`src/rtl/aes_key_expand.sv`:
```
// AES-128 key schedule: expands a cipher key into 11 round keys, one per clock,
// and serves any stored round key through a registered read port.

module aes_key_expand_sbox (
  input  logic [7:0] a,
  output logic [7:0] y
);

  // FIPS-197 forward S-box, entry 0x00 in the most significant byte
  localparam logic [2047:0] SBOX = {
    128'h637c777bf26b6fc53001672bfed7ab76,
    128'hca82c97dfa5947f0add4a2af9ca472c0,
    128'hb7fd9326363ff7cc34a5e5f171d83115,
    128'h04c723c31896059a071280e2eb27b275,
    128'h09832c1a1b6e5aa0523bd6b329e32f84,
    128'h53d100ed20fcb15b6acbbe394a4c58cf,
    128'hd0efaafb434d338545f9027f503c9fa8,
    128'h51a3408f929d38f5bcb6da2110fff3d2,
    128'hcd0c13ec5f974417c4a77e3d645d1973,
    128'h60814fdc222a908846eeb814de5e0bdb,
    128'he0323a0a4906245cc2d3ac629195e479,
    128'he7c8376d8dd54ea96c56f4ea657aae08,
    128'hba78252e1ca6b4c6e8dd741f4bbd8b8a,
    128'h703eb5664803f60e613557b986c11d9e,
    128'he1f8981169d98e949b1e87e9ce5528df,
    128'h8ca1890dbfe6426841992d0fb054bb16
  };

  logic [10:0] bitpos;

  assign bitpos = 11'd2047 - {a, 3'b000};
  assign y      = SBOX[bitpos -: 8];

endmodule

module aes_key_expand #(
  parameter int unsigned NUM_ROUNDS = 10
) (
  input  logic         clk,
  input  logic         reset,
  input  logic [127:0] key,
  input  logic         start,
  input  logic [3:0]   round_sel,
  output logic [127:0] round_key,
  output logic         busy,
  output logic         ready,
  output logic         done
);

  localparam logic [3:0] LAST = 4'(NUM_ROUNDS);

  typedef enum logic [1:0] {
    IDLE   = 2'd0,
    EXPAND = 2'd1,
    READY  = 2'd2
  } state_t;

  state_t       state;
  logic [3:0]   cnt;
  logic [127:0] keys [0:NUM_ROUNDS];

  logic [3:0]   prev_idx;
  logic [127:0] prev;
  logic [31:0]  w0, w1, w2, w3;
  logic [31:0]  rot, sub, t;
  logic [31:0]  n0, n1, n2, n3;
  logic [7:0]   rcon;
  logic [127:0] next_key;

  assign prev_idx = cnt - 4'd1;
  assign prev     = (prev_idx <= LAST) ? keys[prev_idx] : '0;
  assign {w0, w1, w2, w3} = prev;
  assign rot = {w3[23:0], w3[31:24]};

  aes_key_expand_sbox u_sbox0 (.a(rot[31:24]), .y(sub[31:24]));
  aes_key_expand_sbox u_sbox1 (.a(rot[23:16]), .y(sub[23:16]));
  aes_key_expand_sbox u_sbox2 (.a(rot[15:8]),  .y(sub[15:8]));
  aes_key_expand_sbox u_sbox3 (.a(rot[7:0]),   .y(sub[7:0]));

  always_comb begin
    rcon = 8'h00;
    case (cnt)
      4'd1:    rcon = 8'h01;
      4'd2:    rcon = 8'h02;
      4'd3:    rcon = 8'h04;
      4'd4:    rcon = 8'h08;
      4'd5:    rcon = 8'h10;
      4'd6:    rcon = 8'h20;
      4'd7:    rcon = 8'h40;
      4'd8:    rcon = 8'h80;
      4'd9:    rcon = 8'h1b;
      4'd10:   rcon = 8'h36;
      default: rcon = 8'h00;
    endcase
  end

  assign t        = sub ^ {rcon, 24'h000000};
  assign n0       = w0 ^ t;
  assign n1       = w1 ^ n0;
  assign n2       = w2 ^ n1;
  assign n3       = w3 ^ n2;
  assign next_key = {n0, n1, n2, n3};

  always_ff @(posedge clk or negedge reset) begin
    if (!reset) begin
      state     <= IDLE;
      cnt       <= '0;
      round_key <= '0;
      busy      <= 1'b0;
      ready     <= 1'b0;
      done      <= 1'b0;
      for (int unsigned i = 0; i <= NUM_ROUNDS; i++) begin
        keys[i] <= '0;
      end
    end else begin
      done      <= 1'b0;
      round_key <= (round_sel <= LAST) ? keys[round_sel] : '0;
      case (state)
        IDLE, READY: begin
          // A start from READY restarts exactly like one from IDLE
          if (start) begin
            keys[0] <= key;
            cnt     <= 4'd1;
            state   <= EXPAND;
            busy    <= 1'b1;
            ready   <= 1'b0;
          end
        end
        EXPAND: begin
          keys[cnt] <= next_key;
          cnt       <= cnt + 4'd1;
          if (cnt == LAST) begin
            state <= READY;
            busy  <= 1'b0;
            ready <= 1'b1;
            done  <= 1'b1;
          end
        end
        default: state <= IDLE;
      endcase
    end
  end

endmodule

```
`config.mk`:
```
export PLATFORM = sky130hd
export DESIGN_NAME = aes_key_expand
export DESIGN_NICKNAME = d
export VERILOG_FILES = /design/src/rtl/aes_key_expand.sv
export SDC_FILE = /design/constraint.sdc
export NUM_CORES = 2
export LEC_CHECK = 0
export BUFFER_PORTS_ARGS = -buffer_cell sky130_fd_sc_hd__buf_2
export CAP_MARGIN = 20
export CORE_UTILIZATION = 45
export DETAILED_ROUTE_END_ITERATION = 10
export SETUP_SLACK_MARGIN = 0.05
export SLEW_MARGIN = 10
export SYNTH_ARGS = -nofsm -noshare
export SYNTH_HDL_FRONTEND = slang
export SYNTH_SLANG_ARGS = --single-unit
```
`constraint.sdc`:
```
create_clock -name clk -period 5.64 [get_ports clk]
set_input_delay 1.692 -clock clk [delete_from_list [all_inputs] [get_ports clk]]
set_output_delay 1.692 -clock clk [all_outputs]
set_load 0.1 [all_outputs]
```
==> results.toml <==
[worst_setup_path]
r2r_setup_slack_ns = 0.05
cp_data_arrival_time_ns = 6.31
startpoint_type = "flip-flop"
cp_common_cell = "buf_4"
cp_slowest_cell = "dfrtp_4"
slowest_delay_ns = 0.43
cp.required_ns = 6.35
crit_path_max_fanout = 18
worstSetupPathType = "flip-flop to flip-flop"
end_kind = "flip-flop"

[clock_network]
postCtsHoldBufs = 0
ctsHtreeMaxLevel = 4
cts-buffers-inserted = 169
ctsLongestPathBuffers = 3
cts_root_buffer = "clkbuf_16"
clock_latency_ns = 0.90
cts.sinks = 1545
cts_tree = "done"
clkSlewWorstSetupHoldPaths_ns = 0.06

[synth]
ys_types = 122
ys_warn_count = 0
synth-main-ff-cell = "dfrtp_1"
syn_inst = 10200
syn_area_per_cell_um2 = 9.26
syn_nets = 10400
synthesis.area_mm2 = 0.0943
ys_ff_latch = 1545
synth-async-reset-ratio_pct = 100
synth_edf_count = 0
seq_area_frac_synth_pct = 41.0

[detailed_routing]
dr_total_vias = 93400
ant_nets = 0
firstDrtPassIters = 11
routed_wl_um = 480000
viasPerCell = 6.63
wl_per_cell_um = 34.1
dr.first_iter.drc_count = 12200
route.detailed.drc = 2

[timing]
worst_pin_slew_ns = 1.37
finalSetupViolCount = 0
period_share_pct = 99.2
period_needed_ns = 5.59
hold_slack_ns = 0.490
finalHoldViolations = 0
rsz0062_at_grt = "true"
slew_viol_final = 0
max_freq_mhz = 179
skew_ns = 0.0989
slew_headroom_pct = 9.00

[placed_design]
io_buffer_count = 265
gp_congestion = 1.06
dp_hpwl_um = 328000
place_inst = 13700

[cells_and_area]
multi_input_area_mm2 = 0.0521
final_common_cell = "nand2_1"
final_cell_mix = "2047 x nand2_1, 1544 x dfrtp_1, 1404 x buf_4, 1327 x o21ai_0, 610 x a21oi_1"
area_delta_synth_final_pct = 23.0
seq_area_mm2 = 0.0387
nets = 11300
drive_gt1_share_pct = 26.4
fillers = 18600
stdcell_count = 14100

[floorplan]
die-area_mm2 = 0.211
die_width_um = 460
coreArea_mm2 = 0.208
pin_count = 266
die_h_um = 460
initial_core_util_pct = 45.4
rows = 167

[global_route]
track_usage_pct = 44.7
grt_max_degree = 164
grt_pass1_wl_um = 677000
grt_pass1_vias = 91000
antenna_found_initial = 24
grt-ovfl-total = 0

[run]
cap_viol_max_count = 0

[status]
violations = "design-rule violations"
outcome = "finished, violations left"

[min_path]
min_path_type = "flip-flop to flip-flop"
[kinds of logic after synthesis]
logic type | share of synthesized area, %
AOI/OAI and AO/OA | 20.0
buffers and inverters | 5.58
xor gates and xnor gates | 2.13
DFF | 41.0
muxes | 17.6
and+or+nand+nor | 13.1
adders and majority gates | 0.610
[through the flow]
stage	cell area, µm²	setup WS [ns]	util, %	setup TNS (ns)
floorplan	94300	0.0829	-	0
global placement	108000	-1.16	52.1	-205.74
detailed placement	108000	-0.886	52.1	-143.01
CTS	115000	0.0135	55.2	0
global route	116000	-0.00998	55.8	-0.00998
finish	116000	0.0468	55.8	0
[path summary, 6_finish.rpt]
path,endpoint,depth (start not counted),from
max,keys[670],27,cnt[0]
min,ready,2,ready
max reg2reg,keys[670],27,cnt[0]
min reg2reg,ready,2,ready
max in group asynchronous,keys[130],2,reset
min in group asynchronous,keys[1118],1,reset
[layout make-up]
cell class,count,share of cell area [%]
clock inverters,71,0.889
clock buffers,231,4.11
inverters,35,0.132
diodes,7,0.0151
multi-input cells,7531,44.9
well taps,2788,3.01
flip-flops and latches,1545,33.3
repair buffers,1875,13.6
[registers in the layout, summed over array words and instances, names as in the netlist]
register,count
busy,1
keys,1408
state,2
round_key,128
ready,1
cnt,4
done,1
[cells in the mapped netlist (28+ instances only)]
library cell | count | area [µm²]
o21ai_0 | 1351 | 6760
o21ai_1 | 150 | 751
nor2_1 | 539 | 2020
buf_6 | 40 | 450
nand2_1 | 2065 | 7750
ha_1 | 46 | 576
clkbuf_1 | 633 | 2380
buf_4 | 88 | 661
nor3_1 | 98 | 490
a221oi_1 | 39 | 342
nand3_1 | 154 | 771
a311oi_1 | 47 | 412
o211ai_1 | 74 | 556
o22ai_1 | 302 | 1890
xor2_1 | 62 | 543
mux4_2 | 473 | 10700
buf_2 | 196 | 981
a211oi_1 | 76 | 571
a22oi_1 | 28 | 210
xnor2_1 | 120 | 1050
a21oi_1 | 620 | 3100
a31oi_1 | 74 | 463
dfrtp_1 | 1545 | 38700
o221ai_1 | 65 | 569
mux2i_1 | 561 | 5620
buf_1 | 96 | 360
[critical path: cells and delay by family (launching register included)]
family	cells	cell delay, ns
buf+inv	12	1.83
xor+xnor	2	0.49
fa+ha+maj	2	0.43
compound gates	8	1.50
flops	1	0.43
simple gates	3	0.72
[what timing repair did]
action,4_1_cts,5_1_grt
pin swaps,17,35
setup endpoints to repair,771,840
resized for setup,111,219
buffers inserted,13,16
gates cloned,3,6
[per-layer routing]
metal  part of all wire (%)  wire length [µm]  global-route usage, %  vias to the layer above
met4                    7.1             33800                   26.5                       12
met2                     42            203000                   64.9                     6241
met3                     12             58800                   13.8                     1331
met5                  0.018                88                      0                        -
li1                       -                 -                      -                    38800
met1                     38            183000                   58.5                    47000
Power is left out: the tool's default activity adds up to more than one toggle a clock period on the data nets, which glitch-free logic cannot reach.
